File: src/rtl/wt_store_l15_adapter.sv
// Write-through store issue stage: splits one 64-bit store into aligned L1.5 STORE_RQ
// packets, allocating a threadid per packet and freeing it on the matching ST_ACK.
module wt_store_l15_adapter #(
  parameter int TID_W   = 3,
  parameter int PADDR_W = 40
) (
  input  logic               clk_i,
  input  logic               rst_i,
  input  logic               st_valid_i,
  output logic               st_ready_o,
  input  logic [PADDR_W-1:0] st_paddr_i,
  input  logic [63:0]        st_data_i,
  input  logic [7:0]         st_be_i,
  input  logic               st_nc_i,
  output logic               l15_val_o,
  output logic [4:0]         l15_rqtype_o,
  output logic               l15_nc_o,
  output logic [2:0]         l15_size_o,
  output logic [TID_W-1:0]   l15_threadid_o,
  output logic [PADDR_W-1:0] l15_address_o,
  output logic [63:0]        l15_data_o,
  input  logic               l15_header_ack_i,
  input  logic               l15_rtrn_val_i,
  input  logic [3:0]         l15_rtrn_type_i,
  input  logic [TID_W-1:0]   l15_rtrn_threadid_i,
  output logic [TID_W:0]     outstanding_o,
  output logic               idle_o
);

  localparam int NTID = 2**TID_W;
  localparam logic [3:0] ST_ACK = 4'b0100;

  typedef enum logic {IDLE, BUSY} state_t;

  state_t state_q, state_d;

  logic [PADDR_W-4:0] line_q;
  logic [63:0]        data_q;
  logic               nc_q;
  logic [7:0]         rem_q;
  logic [NTID-1:0]    busy_q;
  logic               tid_lock_q;
  logic [TID_W-1:0]   tid_held_q;

  logic [1:0]         size;
  logic [2:0]         off;
  logic [5:0]         bit_off;
  logic [7:0]         pm;
  logic [7:0]         rem_next;
  logic [63:0]        rep_data;
  logic               any_free;
  logic [TID_W-1:0]   low_free;
  logic [TID_W-1:0]   tid;
  logic               accept;
  logic               issue;
  logic               fire;
  logic [NTID-1:0]    alloc_mask;
  logic [NTID-1:0]    free_mask;
  logic [TID_W:0]     count;
  logic               unused_paddr;

  assign unused_paddr = ^st_paddr_i[2:0];

  // Largest aligned chunk that exactly matches the remaining mask, else lowest single byte.
  always_comb begin
    size = 2'd0;
    off  = 3'd0;
    case (rem_q)
      8'hFF: begin size = 2'd3; off = 3'd0; end
      8'h0F: begin size = 2'd2; off = 3'd0; end
      8'hF0: begin size = 2'd2; off = 3'd4; end
      8'h03: begin size = 2'd1; off = 3'd0; end
      8'h0C: begin size = 2'd1; off = 3'd2; end
      8'h30: begin size = 2'd1; off = 3'd4; end
      8'hC0: begin size = 2'd1; off = 3'd6; end
      default: begin
        for (int i = 7; i >= 0; i--) begin
          if (rem_q[i]) off = 3'(i);
        end
      end
    endcase
  end

  assign bit_off = {off, 3'b000};

  always_comb begin
    pm       = 8'h00;
    rep_data = data_q;
    case (size)
      2'd0: begin
        pm       = 8'h01 << off;
        rep_data = {8{data_q[bit_off +: 8]}};
      end
      2'd1: begin
        pm       = 8'h03 << off;
        rep_data = {4{data_q[bit_off +: 16]}};
      end
      2'd2: begin
        pm       = 8'h0F << off;
        rep_data = {2{data_q[bit_off +: 32]}};
      end
      default: begin
        pm       = 8'hFF;
        rep_data = data_q;
      end
    endcase
  end

  assign rem_next = rem_q & ~pm;

  always_comb begin
    any_free = 1'b0;
    low_free = '0;
    for (int i = NTID - 1; i >= 0; i--) begin
      if (!busy_q[i]) begin
        any_free = 1'b1;
        low_free = TID_W'(i);
      end
    end
  end

  // Once a packet is presented its threadid is pinned, so a concurrent free of a lower slot cannot disturb it.
  assign tid        = tid_lock_q ? tid_held_q : low_free;
  assign accept     = st_valid_i && (state_q == IDLE);
  assign issue      = (state_q == BUSY) && any_free;
  assign fire       = issue && l15_header_ack_i;
  assign alloc_mask = fire ? (NTID'(1) << tid) : '0;
  assign free_mask  = (l15_rtrn_val_i && (l15_rtrn_type_i == ST_ACK)) ?
                      (NTID'(1) << l15_rtrn_threadid_i) : '0;

  always_comb begin
    count = '0;
    for (int i = 0; i < NTID; i++) begin
      count = count + (TID_W+1)'(busy_q[i]);
    end
  end

  always_ff @(posedge clk_i) begin
    if (rst_i) state_q <= IDLE;
    else       state_q <= state_d;
  end

  always_comb begin
    state_d = state_q;
    case (state_q)
      IDLE: if (accept && (st_be_i != 8'h00)) state_d = BUSY;
      BUSY: if (fire && (rem_next == 8'h00)) state_d = IDLE;
      default: state_d = IDLE;
    endcase
  end

  always_ff @(posedge clk_i) begin
    if (rst_i) begin
      line_q     <= '0;
      data_q     <= '0;
      nc_q       <= 1'b0;
      rem_q      <= 8'h00;
      busy_q     <= '0;
      tid_lock_q <= 1'b0;
      tid_held_q <= '0;
    end else begin
      if (accept) begin
        line_q <= st_paddr_i[PADDR_W-1:3];
        data_q <= st_data_i;
        nc_q   <= st_nc_i;
        rem_q  <= st_be_i;
      end else if (fire) begin
        rem_q <= rem_next;
      end
      busy_q <= (busy_q & ~free_mask) | alloc_mask;
      if (fire) begin
        tid_lock_q <= 1'b0;
      end else if (issue) begin
        tid_lock_q <= 1'b1;
        tid_held_q <= tid;
      end
    end
  end

  assign st_ready_o     = (state_q == IDLE);
  assign l15_val_o      = issue;
  assign l15_rqtype_o   = 5'b00001;
  assign l15_nc_o       = nc_q;
  assign l15_size_o     = {1'b0, size};
  assign l15_threadid_o = tid;
  assign l15_address_o  = {line_q, off};
  assign l15_data_o     = rep_data;
  assign outstanding_o  = count;
  assign idle_o         = (state_q == IDLE) && (count == '0);

endmodule

File: config.mk
export PLATFORM = sky130hd
export DESIGN_NAME = wt_store_l15_adapter
export DESIGN_NICKNAME = d
export VERILOG_FILES = /design/src/rtl/wt_store_l15_adapter.sv
export SDC_FILE = /design/constraint.sdc
export NUM_CORES = 1
export LEC_CHECK = 0
export ABC_AREA = 0
export BUFFER_PORTS_ARGS = -buffer_cell sky130_fd_sc_hd__buf_2
export CORE_UTILIZATION = 56
export CTS_CLUSTER_DIAMETER = 150
export CTS_CLUSTER_SIZE = 14
export DETAILED_ROUTE_END_ITERATION = 10
export PLACE_DENSITY_LB_ADDON = 0.12
export SYNTH_ARGS = -nofsm -noshare
export SYNTH_HDL_FRONTEND = slang
export SYNTH_SLANG_ARGS = --single-unit
export TNS_END_PERCENT = 1
File: constraint.sdc
create_clock -name clk_i -period 9.5 [get_ports clk_i]
set_clock_uncertainty 0.15 [all_clocks]
set_input_delay 0.475 -clock clk_i [delete_from_list [all_inputs] [get_ports clk_i]]
set_output_delay 0.475 -clock clk_i [all_outputs]
set_load 0.005 [all_outputs]
After elaboration in Yosys (flattened, before gate mapping)
Cells that the tools add are included.

Register bits: 123. Input bits: 125. Word-level logic and storage cells: 94.

Add/sub/neg operators: 7. Equal/unequal tests: 10. Shifts and indexed selects: 8. Muxes and demuxes: 36. Bitwise logic cells: 7. Reductions and logical operators: 18.

Operator list (count): one-hot mux 64 bit (3 select lines) (1); indexed part select 64 x 7 -> 16 bit (1); indexed part select 64 x 7 -> 32 bit (1); indexed part select 64 x 7 -> 8 bit (1); two-way mux 3 bit (17); two-way mux 8 bit (4); == test 8 bit (second input constant) (3); one-hot mux 8 bit (3 select lines) (1); << shifter 1 x 3 -> 8 bit (first input constant) (3); adder 4 x 1 -> 4 bit (4); bitwise AND 8 bit (2); == test 8 x 4 -> 1 bit (second input constant) (2); inverter 8 bit (2); one-hot mux 3 bit (4 select lines) (1); two-way mux 1 bit (10); == test 8 x 2 -> 1 bit (second input constant) (1); == test 8 x 6 -> 1 bit (second input constant) (1); zero test 8 bit (1); bitwise OR 8 bit (1); nonzero test 8 bit (1); << shifter 2 x 3 -> 8 bit (first input constant) (1); << shifter 4 x 3 -> 8 bit (first input constant) (1); logical AND 1 bit (7); one-hot mux 2 bit (3 select lines) (1); 15 further kinds (18).

Logic depth before layout (Yosys ltp)
Gate-level depths: netlist of the first run.

Depth in word-level cells: 17. Gate-level depth with buffers: 15. Depth with buffers taken out: 12.

Worst setup path after synthesis of the first run
No wires, ideal clock.

Path kind: register to output. Start point: register busy_q[0]. End point: output idle_o. Data arrival time: 3167 ps. Required time: 8875 ps. Slack: 5708 ps. Cell stages (with the launch flop): 12. Path buffers: 0. Cells stage by stage: dfxtp_1 -> fa_1 -> inv_1 -> fa_1 -> fa_1 -> inv_1 -> ha_1 -> inv_1 -> fa_1 -> inv_1 -> or4_1 -> nor2_1.

Longest elaborated chain between the ends: 9.

RTL lines: from (decl) (RTL line 41) `logic [NTID-1:0] busy_q;`; from (signal assigned) (RTL line 170) `busy_q <= (busy_q & ~free_mask) | alloc_mask;`; adder 1 x 1 -> 2 bit (RTL line 134) `count = count + (TID_W+1)'(busy_q[i]);`; adder 2 x 1 -> 3 bit (RTL line 134); adder 3 x 1 -> 4 bit (RTL line 134); adder 4 x 1 -> 4 bit (4 in a row) (RTL line 134); via outstanding_o[1] (RTL line 26) `output logic [TID_W:0] outstanding_o,`; zero test 4 bit (RTL line 189) `assign idle_o = (state_q == IDLE) && (count == '0);`; logical AND 1 bit (RTL line 189); to (decl) (RTL line 27) `output logic idle_o`.

The timed path passes the listed nets, and every way through them passes these cells.

Worst setup path after layout of the first run
Start point: register rem_q[0]. End point: output l15_data_o[2].

Longest elaborated chain between the ends: 5. Elaborated cells on any way between the ends: 21. Classes of those cells: eq/ne: 9; shift: 3; mux: 4; reduce/logical: 5.

RTL lines: from (decl) (RTL line 40) `logic [7:0] rem_q;`; from (signal assigned) (RTL line 166) `rem_q <= st_be_i;`; from (signal assigned) (RTL line 168) `rem_q <= rem_next;`; == test 8 x 2 -> 1 bit, or another cell as far along (RTL line 68) `case (rem_q)`; OR reduction 3 bit (no line), or another cell as far along; one-hot mux 3 bit (4 select lines) / one-hot mux 2 bit (3 select lines) (equally long branches) (RTL line 68); indexed part select 64 x 7 -> 32 bit, or another cell as far along (RTL line 100) `rep_data = {2{data_q[bit_off +: 32]}};`; one-hot mux 64 bit (3 select lines) (*) (RTL line 89) `case (size)`; to (decl) (RTL line 21) `output logic [63:0] l15_data_o,`.

Mark *: on every way between the ends. The rest lies on a longest branch, timed or not.

==> results by group, run 1 <==
Outcome
  – Result of the run: finished clean

Setup path
  – Worst Path Required: 8880 ps
  – Cell chain of the critical path: nor2_1 -> a21boi_0 -> o22ai_1 -> inv_1 -> ha_1 -> inv_1 -> nand2_1 -> o21ai_0 -> nor2_1 -> a21o_1 -> buf_2
  – Type of element capturing the critical path: output pin
  – Worst endpoint data arrival time: 4540 ps
  – Critical path class: reg2out
  – Max stage delay on crit path: 750 ps
  – Highest net fanout along the worst path: 13
  – Worst-path cell with the longest stage delay: sky130_fd_sc_hd__o21ai_0
  – Beginning of the critical path: rem_q[0]
  – Worst reg2reg startpoint: rem_q[0]
  – Type of element launching the critical path: flop

Drt
  – Overall via count from detail_route: 9162
  – Remaining design rule violation count: 0
  – Drt first-iter violations: 1280
  – Number of detailed-routing iterations run before antenna repair: 6
  – Vias per cell: 6.34
  – Wirelength per Cell: 19.0 um
  – Post-detailed-routing wire length: 27.5 mm
  – Count of antenna-violating nets left after detailed routing: 0

Power and ir drop
  – PD cells: 189 nW/um2
  – Combinational Power Share: 28.3%
  – Reported leakage power: 0.00411 uW
  – Switching portion of total power: 33.0%
  – Sequential group share of total power: 32.8%
  – Int Power: 1200 uW
  – Clock Power Share: 38.9%
  – Switch Pwr: 591 uW
  – Max IR drop VDD: 0.138 mV

Worst hold path
  – Hold Startpoint: st_paddr_i[37]
  – Min-Delay Path Class: in2reg

Clock tree
  – Clock H-tree levels: 4
  – Cts hold-fix bufs: 0
  – Setup fix buffers added after clock tree synthesis: 0
  – Number of buffers created by CTS: 17
  – Clock Pin Slew Worst Setup and Hold Paths: 60 ps
  – Clock Tree Buf Depth: 2
  – Clock Sinks: 123
  – CTS tree: built
  – Clock latency on the worst-skew pair: 430 ps
  – Clock Tree Root: sky130_fd_sc_hd__clkbuf_16
  – Post-cts gate resize count: 0

Global routing
  – Number of antenna violations at the first check in global routing: 1
  – Global-route wire length before repair: 42.3 mm
  – Pin count of the biggest net entering global routing: 78
  – GRT Util Overall: 38.1%
  – Vias in the first global route: 8181
  – Residual overflow from global routing: 0

Placement
  – Cell total after placement: 1414
  – Number of buffers added on ports: 238
  – Half-perimeter wire length of the detailed placement result: 18.7 mm
  – Weighted congestion at the end of routability-driven global placement: 1.01

Die
  – Core Region: 13300 um2
  – Effective utilization at floorplan: 57.8%
  – Die Wd: 119 um
  – I/O pin total: 248
  – Placement Rows: 42
  – Vertical die dimension: 119 um
  – Floorplan die area: 14300 um2

Yosys
  – Area share of xor/xnor cells in the synthesized design: 0.114%
  – Sequential fraction of the synthesis area: 31.9%
  – Total of flip-flops plus latches after synthesis: 123
  – Async S/R FF share, synth: 0%
  – Avg Synthesized Cell Area: 7.18 um2
  – Post-Synth Adder-Cell Area: 2.34%
  – Number of warnings issued by yosys: 0
  – Unique cell type count in the Yosys netlist: 74
  – Number of enable flip-flop cells after synthesis: 0
  – Fraction of synthesized area in multiplexers: 2.59%
  – Cell area after technology mapping: 7710 um2
  – Cells after Synth: 1074
  – Combinational family with the most area after synthesis: compound AO/OA/AOI/OAI gates
  – Flip-flop cell with the highest count after synthesis: sky130_fd_sc_hd__dfxtp_1
  – Synthesized-area fraction occupied by ao, oa, aoi and oai cells: 33.5%
  – Share of synthesized cell area in and, or, nand and nor gates: 22.6%

Timing
  – Final hold violations: 0
  – Remaining max-slew budget at the tightest pin: 25.3%
  – Final setup violation count: 0
  – Minimum clock period: 5160 ps
  – TNS Setup: 0 ps
  – Achievable Freq: 194 MHz
  – Final worst-path cycle share: 54.3%
  – Slew Limit Fails: 0
  – Setup repair after global routing missed its margin: false
  – Worst slew pin tran: 1110 ps

Final layout
  – Layout Area Growth over Synthesis: 22.7%
  – Number of diodes: 0
  – Post-route insts no fill: 1445
  – Final #Nets: 1394
  – Fraction of final layout cells with drive strength greater than 1: 24.5%

Job
  – Max-cap check violation count: 0
cell type report:
class / count / area [um2]
Clock buffer: 19 / 443
Clock inverter: 12 / 188
Fill cell: 1186 / 3880
Inverter: 31 / 124
Multi-Input combinational cell: 835 / 4760
Sequential cell: 123 / 2460
Tap cell: 176 / 220
Timing Repair Buffer: 249 / 1280
stage by stage:
| step | util [%] | hold WS [ps] | cell area, um2 | worst slack, ps | total power (uW) |
|---|---|---|---|---|---|
| finish | 70.9 | 127 | 9470 | 4340 | 1790 |
| global route | 70.9 | 128 | 9470 | 4170 | 1860 |
| CTS | 70.9 | 126 | 9470 | 4510 | 1780 |
| detailed placement | 66.2 | 293 | 8840 | 4980 | 1080 |
| global placement | 66.2 | 288 | 8840 | 5040 | 1080 |
| floorplan | - | 300 | 7730 | 5710 | 897 |
power by group through the flow:
stage,combinational [uW],sequential (uW),clock (uW)
floorplan,319,578,0
global placement,485,595,0
detailed placement,490,595,0
CTS,494,584,698
global route,547,589,723
finish,507,587,696
cell usage after synthesis (8+ instances only):
master	instances	area, um2
sky130_fd_sc_hd__a21o_1	20	150
sky130_fd_sc_hd__a21oi_1	177	886
sky130_fd_sc_hd__a221oi_1	9	78.8
sky130_fd_sc_hd__a22o_1	16	140
sky130_fd_sc_hd__a22oi_1	13	97.6
sky130_fd_sc_hd__a2bb2oi_1	9	78.8
sky130_fd_sc_hd__buf_2	16	80.1
sky130_fd_sc_hd__clkbuf_1	58	218
sky130_fd_sc_hd__dfxtp_1	123	2460
sky130_fd_sc_hd__ha_1	8	100
sky130_fd_sc_hd__inv_1	28	105
sky130_fd_sc_hd__mux2i_1	11	110
sky130_fd_sc_hd__nand2_1	247	927
sky130_fd_sc_hd__nand3_1	58	290
sky130_fd_sc_hd__nand4_1	11	68.8
sky130_fd_sc_hd__nor2_1	29	109
sky130_fd_sc_hd__nor2b_1	8	50.1
sky130_fd_sc_hd__o21a_1	23	173
sky130_fd_sc_hd__o21ai_0	59	295
sky130_fd_sc_hd__o22ai_1	9	56.3
sky130_fd_sc_hd__o41ai_1	8	70.1
layout by cell type (no fill, tap or decap), types with 5 or more instances in the layout:
cell                        count
sky130_fd_sc_hd__o221ai_1       6
sky130_fd_sc_hd__a22oi_1       13
sky130_fd_sc_hd__nand2_1      246
sky130_fd_sc_hd__a311oi_1       7
sky130_fd_sc_hd__inv_1         28
sky130_fd_sc_hd__o41ai_1        8
sky130_fd_sc_hd__ha_1           8
sky130_fd_sc_hd__conb_1         6
sky130_fd_sc_hd__a31oi_1        6
sky130_fd_sc_hd__nor4_1         6
sky130_fd_sc_hd__buf_4         12
sky130_fd_sc_hd__dfxtp_1      123
sky130_fd_sc_hd__clkbuf_16     17
sky130_fd_sc_hd__nand3_1       58
sky130_fd_sc_hd__o311ai_0       5
sky130_fd_sc_hd__a21oi_1      177
sky130_fd_sc_hd__a221oi_1       9
sky130_fd_sc_hd__a2bb2oi_1      9
sky130_fd_sc_hd__nor2_1        29
sky130_fd_sc_hd__o21ai_0       57
sky130_fd_sc_hd__a21o_1        20
sky130_fd_sc_hd__buf_2        237
sky130_fd_sc_hd__mux2i_1       11
sky130_fd_sc_hd__o22ai_1        9
sky130_fd_sc_hd__nand4_1       11
sky130_fd_sc_hd__and2_1         7
sky130_fd_sc_hd__nor2b_1        7
sky130_fd_sc_hd__o211ai_1       7
sky130_fd_sc_hd__o21a_1        23
sky130_fd_sc_hd__a22o_1        16
flip-flops by register name, summed over array words and instances, names as in the netlist:
| register | cells |
|---|---|
| state_q | 1 |
| data_q | 64 |
| line_q | 37 |
| tid_lock_q | 1 |
| rem_q | 8 |
| tid_held_q | 3 |
| busy_q | 8 |
| l15_nc_o | 1 |
routing by layer:
layer | track usage (%) | wire, um | share of wire (%) | vias to the layer above
li1 | - | - | - | 4226
met1 | 48.6 | 10600 | 38 | 4186
met2 | 57.4 | 12100 | 44 | 635
met3 | 12.5 | 3540 | 13 | 115
met4 | 19.3 | 1280 | 4.6 | 0
met5 | 0 | 0 | 0 | -
path summary, 6_finish.rpt:
path | end | slack, ps | cells after the start
setup / recovery | l15_data_o[2] | 4340 | 11
hold reg to reg | l15_nc_o | 300 | 2
hold / removal | line_q[34] | 130 | 3
setup reg to reg | state_q | 5400 | 11
critical path, delay by kind of cell (launching register included):
family | cells | cell delay [ps]
adders and majority gates | 1 | 400
AOI/OAI and AO/OA | 4 | 1670
buffers and inverters | 3 | 470
and+or+nand+nor | 3 | 1140
DFF | 1 | 420
cells by family after synthesis:
logic type,after synthesis
fa+ha+maj,12
simple gates,393
buf+inv,120
xor+xnor,1
other cells,2
flops,123
compound gates,406
mux,17
No activity file was read; power rests on OpenSTA's default activity.
==> inputs of run 2 (changes only) <==
CORE_UTILIZATION = 52   (was 56)
clock period = 5.2 ns   (was 9.5 ns; I/O delays follow)
==> run 2 against run 1 <==
The flow now finishes with violations (DRC). Global-route usage grew 1.1 points. Combinational power grew 96%. Wire length grew 9.6%. Clock power increased by 67%. Total power rose by 80%. Setup slack got worse by 4000 ps. Via count grew 5.8%. Cell count grew 8.0%. Sequential share of layout area shrank 2.5 points. Critical path depth rose by 1. Largest power group unchanged. Highest routed layer unchanged.
==> results by group, run 2 (synthesis results as in run 1) <==
Outcome
  – Result of the run: finished, violations left
  – Violated checks: DRC

Final layout
  – Number of diodes: 0
  – Final #Nets: 1500
  – Register ranked first by flip-flop count: data_q
  – Layout fillers: 1168
  – Number of flip-flops in the largest register: 64
  – Most frequent cells in the layout: sky130_fd_sc_hd__nand2_1 (246), sky130_fd_sc_hd__buf_2 (237), sky130_fd_sc_hd__a21oi_1 (177)
  – Layout Area Growth over Synthesis: 36.0%
  – Fraction of final layout cells with drive strength greater than 1: 22.8%
  – Leading cell type in the layout, fill and taps excluded: sky130_fd_sc_hd__nand2_1
  – Top Registers: data_q (64), line_q (37)

Timing
  – Slew Limit Fails: 0
  – Setup repair after global routing missed its margin: false
  – Worst Slack Setup Final: 305 ps
  – Achievable Freq: 204 MHz
  – Final worst-path cycle share: 94.1%
  – Remaining max-slew budget at the tightest pin: 28.1%
  – Worst slew pin tran: 1070 ps
  – Minimum clock period: 4890 ps
  – TNS Setup: 0 ps
  – Final hold violations: 0
  – Final setup violation count: 0

Clock tree
  – Clock H-tree levels: 4
  – CTS tree: built
  – Number of buffers created by CTS: 17
  – Clock Tree Root: sky130_fd_sc_hd__clkbuf_16
  – Clock Tree Buf Depth: 2
  – Clock latency on the worst-skew pair: 430 ps
  – Post-cts gate resize count: 0
  – Clock Pin Slew Worst Setup and Hold Paths: 60 ps
  – Clock Sinks: 123

Setup path
  – Worst reg2reg setup slack: 1620 ps
  – Highest net fanout along the worst path: 13
  – Worst Path Required: 4790 ps
  – Type of element launching the critical path: flop
  – Worst endpoint data arrival time: 4480 ps
  – Worst-path cell with the longest stage delay: sky130_fd_sc_hd__o21ai_0
  – Critical path class: reg2out
  – Type of element capturing the critical path: output pin
  – R2r worst-path depth: 12
  – Destination of the worst register-to-register timing path: state_q
  – Worst reg2reg startpoint: rem_q[2]
  – Max stage delay on crit path: 920 ps
  – Crit path buffers/inverters: 4
  – Family with the most delay on the worst path: compound AO/OA/AOI/OAI gates
  – Cell chain of the critical path: nor2_1 -> a21boi_0 -> o22ai_1 -> buf_4 -> inv_1 -> ha_1 -> inv_1 -> nand2_1 -> o21ai_0 -> nor2_1 -> a21o_1 -> buf_2

Global routing
  – Residual overflow from global routing: 0
  – Pin count of the biggest net entering global routing: 75
  – Number of antenna violations at the first check in global routing: 0
  – GRT Util Overall: 39.2%
  – Global-route wire length before repair: 46.1 mm
  – Vias in the first global route: 9025

Die
  – Floorplan die area: 15300 um2
  – Die Wd: 124 um
  – Placement Rows: 44
  – I/O pin total: 248
  – Effective utilization at floorplan: 53.3%
  – Vertical die dimension: 124 um
  – Core Region: 14500 um2

Placement
  – Setup slack after placement: 947 ps
  – Half-perimeter wire length of the detailed placement result: 19.5 mm
  – Number of buffers added on ports: 238
  – Weighted congestion at the end of routability-driven global placement: 0.961

Power and ir drop
  – Sequential group share of total power: 33.3%
  – Max IR drop VDD: 0.277 mV
  – Int Power: 2110 uW
  – Clock Power Share: 35.9%
  – Switch Pwr: 1120 uW
  – Reported leakage power: 0.00454 uW
  – PD cells: 308 nW/um2
  – Combinational Power Share: 30.8%
  – Switching portion of total power: 34.7%

Worst hold path
  – Hold Startpoint: st_be_i[2]
  – End point of the most critical hold path: rem_q[2]
  – Hold path depth: 3
  – Min-Delay Path Class: in2reg

Drt
  – Remaining design rule violation count: 1
  – Count of antenna-violating nets left after detailed routing: 0
  – Number of detailed-routing iterations run before antenna repair: 11
  – Post-detailed-routing wire length: 30.1 mm
  – Drt first-iter violations: 1465
  – Wirelength per Cell: 19.3 um
  – Overall via count from detail_route: 9696
  – Vias per cell: 6.22

Job
  – Max-cap check violation count: 0
==> run 2: cell count changes in the layout (fill, tap and decap cells not counted), sizes merged <==
cell	previous run	this run
buf	249	251
bufinv	4	1
inv	33	37
dlygate4sd3	0	104
==> run 2: worst max-delay path by stage <==
stage,from,to,slack [ps],cells past startpoint
5_1_grt,rem_q[0],l15_data_o[7],70,12
2_1_floorplan,busy_q[0],idle_o,1620,11
4_1_cts,rem_q[0],l15_data_o[7],490,12
6_report,rem_q[1],l15_data_o[7],310,12
3_5_place_dp,rem_q[0],l15_data_o[7],950,12
3_3_place_gp,rem_q[0],l15_data_o[7],1000,12
==> run 2: final cells by class <==
class	count	area, um2	area share, %
clock inverter	13	131	1.25
inverter	31	124	1.18
timing repair buffer	355	2340	22.3
sequential	123	2460	23.5
multi-input combinational	835	4760	45.3
clock buffer	19	443	4.22
tap	184	230	2.19
==> run 2: routing by layer <==
metal | vias to the layer above | track usage (%) | share of wire, %
li1 | 4441 | - | -
met1 | 4479 | 49.0 | 39
met2 | 663 | 61.6 | 45
met3 | 113 | 11.8 | 12
met4 | 0 | 18.3 | 4.2
met5 | - | 0 | 0
==> run 2: tightest hold or removal path, cell delays in order <==
cell                      delay [ps]
sky130_fd_sc_hd__buf_2           100
sky130_fd_sc_hd__a22oi_1          80
sky130_fd_sc_hd__a21oi_1         110
==> run 2: what timing repair did <==
item,4_1_cts,5_1_grt
setup buffers,0,0
endpoints found under the hold margin,104,0
hold buffers,104,0
==> run 2: metrics by stage <==
step	util, %	instances	hold slack (ps)	instance area [um2]	power (uW)
floorplan	-	1078	246	7730	1640
global placement	61.3	1424	288	8880	1980
detailed placement	61.3	1424	295	8880	1990
CTS	72.5	1560	9.36	10500	3200
global route	72.5	1560	22.6	10500	3370
finish	72.5	1560	13.9	10500	3230
==> run 2: power groups by stage <==
stage | Sequential [uW] | Clock [uW] | Combinational [uW]
after floorplan | 1060 | 0 | 583
after global placement | 1090 | 0 | 894
after detailed placement | 1090 | 0 | 901
after CTS | 1070 | 1170 | 966
after global routing | 1080 | 1210 | 1080
final | 1070 | 1160 | 995
==> inputs of run 3 (changes only) <==
PLACE_DENSITY = 0.81   (was unset)
PLACE_DENSITY_LB_ADDON = unset   (was 0.12)
==> run 3 against run 2 <==
The run now ends clean. Fmax grew 2.5%. Cell count rose by 0.19%. Total power increased by 2.8%. Worst hold slack lost 8.1 ps. Die area is the same. Design area increased by 0.55%. Clock-buffer cell count shrank 1. Setup slack improved by 120 ps. Sequential power barely moved. Utilization grew 0.40 points. Flip-flop and latch count is the same.
==> results by group, run 3 (synthesis results as in run 1) <==
Global routing
  – Pin count of the biggest net entering global routing: 104
  – Vias in the first global route: 9043
  – Residual overflow from global routing: 0
  – GRT Util Overall: 39.6%
  – Number of antenna violations at the first check in global routing: 1
  – Global-route wire length before repair: 46.3 mm

Setup path
  – Type of element launching the critical path: flop
  – Type of element capturing the critical path: output pin
  – R2r worst-path depth: 12
  – Critical path class: reg2out
  – Highest net fanout along the worst path: 13
  – Worst Path Required: 4790 ps
  – Worst reg2reg startpoint: rem_q[5]
  – Destination of the worst register-to-register timing path: state_q
  – Worst endpoint data arrival time: 4360 ps
  – Worst reg2reg setup slack: 1650 ps

Drt
  – Number of detailed-routing iterations run before antenna repair: 9
  – Overall via count from detail_route: 9752
  – Post-detailed-routing wire length: 30.4 mm
  – Drt first-iter violations: 1199
  – Vias per cell: 6.24
  – Wirelength per Cell: 19.4 um
  – Remaining design rule violation count: 0
  – Count of antenna-violating nets left after detailed routing: 0

Timing
  – Final hold violations: 0
  – Worst slew pin tran: 1170 ps
  – Minimum clock period: 4770 ps
  – Setup repair after global routing missed its margin: false
  – Final setup violation count: 0
  – Worst Slack Setup Final: 425 ps
  – Achievable Freq: 209 MHz
  – TNS Setup: 0 ps
  – Remaining max-slew budget at the tightest pin: 22.0%
  – Slew Limit Fails: 0
  – Final worst-path cycle share: 91.8%

Final layout
  – Number of diodes: 0
  – Most frequent cells in the layout: sky130_fd_sc_hd__nand2_1 (246), sky130_fd_sc_hd__buf_2 (237), sky130_fd_sc_hd__a21oi_1 (177)
  – Final #Nets: 1503
  – Leading cell type in the layout, fill and taps excluded: sky130_fd_sc_hd__nand2_1
  – Layout Area Growth over Synthesis: 36.7%
  – Fraction of final layout cells with drive strength greater than 1: 23.0%
  – Number of flip-flops in the largest register: 64
  – Register ranked first by flip-flop count: data_q
  – Top Registers: data_q (64), line_q (37)

Die
  – I/O pin total: 248
  – Core Region: 14500 um2
  – Vertical die dimension: 124 um
  – Placement Rows: 44
  – Floorplan die area: 15300 um2
  – Effective utilization at floorplan: 53.3%
  – Die Wd: 124 um

Clock tree
  – Number of buffers created by CTS: 17
  – Clock Sinks: 123
  – Clock H-tree levels: 4
  – CTS tree: built
  – Clock Pin Slew Worst Setup and Hold Paths: 60 ps
  – Post-cts gate resize count: 0
  – Setup fix buffers added after clock tree synthesis: 0
  – Cts hold-fix bufs: 104
  – Clock Tree Root: sky130_fd_sc_hd__clkbuf_16
  – Clock latency on the worst-skew pair: 420 ps
  – Clock Tree Buf Depth: 2

Placement
  – Half-perimeter wire length of the detailed placement result: 19.5 mm
  – Number of buffers added on ports: 238
  – Setup slack after placement: 1080 ps
  – Weighted congestion at the end of routability-driven global placement: 0.979

Power and ir drop
  – Total power draw: 3320 uW
  – Max IR drop VDD: 0.262 mV
  – PD cells: 315 nW/um2
  – Reported leakage power: 0.00457 uW

Worst hold path
  – End point of the most critical hold path: rem_q[1]
  – Hold Startpoint: st_be_i[1]
  – Min-Delay Path Class: in2reg
  – Hold path depth: 3

Job
  – Max-cap check violation count: 0

Outcome
  – Result of the run: finished clean
[run 3: worst max-delay path: stages (launching register included)]
cell and delay, ps:
sky130_fd_sc_hd__dfxtp_1 450, sky130_fd_sc_hd__nor2_1 710, sky130_fd_sc_hd__a21boi_0 190, sky130_fd_sc_hd__o22ai_1 170
sky130_fd_sc_hd__buf_4 160, sky130_fd_sc_hd__inv_1 60, sky130_fd_sc_hd__ha_1 330, sky130_fd_sc_hd__inv_1 160
sky130_fd_sc_hd__nand2_1 230, sky130_fd_sc_hd__o21ai_0 920, sky130_fd_sc_hd__o21ai_0 350, sky130_fd_sc_hd__buf_2 220
[run 3: metrics by stage]
| stage | cell area [um2] | utilization (%) | hold slack (ps) | std cells |
|---|---|---|---|---|
| 4_1_cts | 10500 | 72.9 | 4.40 | 1563 |
| 2_1_floorplan | 7730 | - | 246 | 1078 |
| 3_3_place_gp | 8890 | 61.4 | 289 | 1427 |
| 6_report | 10500 | 72.9 | 5.81 | 1563 |
| 5_1_grt | 10500 | 72.9 | 37.6 | 1563 |
| 3_5_place_dp | 8890 | 61.4 | 294 | 1427 |
[run 3: worst max-delay path by stage]
stage                          from       endpoint  slack (ps)  cells past startpoint
final                      rem_q[1]  l15_data_o[6]         430                     11
after floorplan           busy_q[0]         idle_o        1620                     11
after global routing       rem_q[1]  l15_data_o[6]         280                     11
after CTS                  rem_q[1]  l15_data_o[6]         620                     11
after global placement     rem_q[1]  l15_data_o[6]        1090                     11
after detailed placement   rem_q[1]  l15_data_o[6]        1080                     11
[run 3: routing by layer]
metal  wire [um]  vias to the layer above  part of all wire (%)  global-route usage, %
met2       13700                      690                    45                   61.8
met4        1610                        2                   5.3                   21.7
li1            -                     4443                     -                      -
met3        3770                      155                    12                   13.6
met5          13                        -                 0.043                      0
met1       11400                     4462                    37                   47.5
[run 3: power by group]
group	internal, uW	switching, uW	total, uW
Clock	766	476	1240
Sequential	1000	75.0	1070
Combinational	430	572	1000
[run 3: final cells by class]
type | instances | area (um2)
Inverter | 31 | 124
Multi-Input combinational cell | 835 | 4760
Clock buffer | 18 | 429
Sequential cell | 123 | 2460
Timing Repair Buffer | 358 | 2350
Clock inverter | 14 | 185
Tap cell | 184 | 230
Fill cell | 1173 | 3930
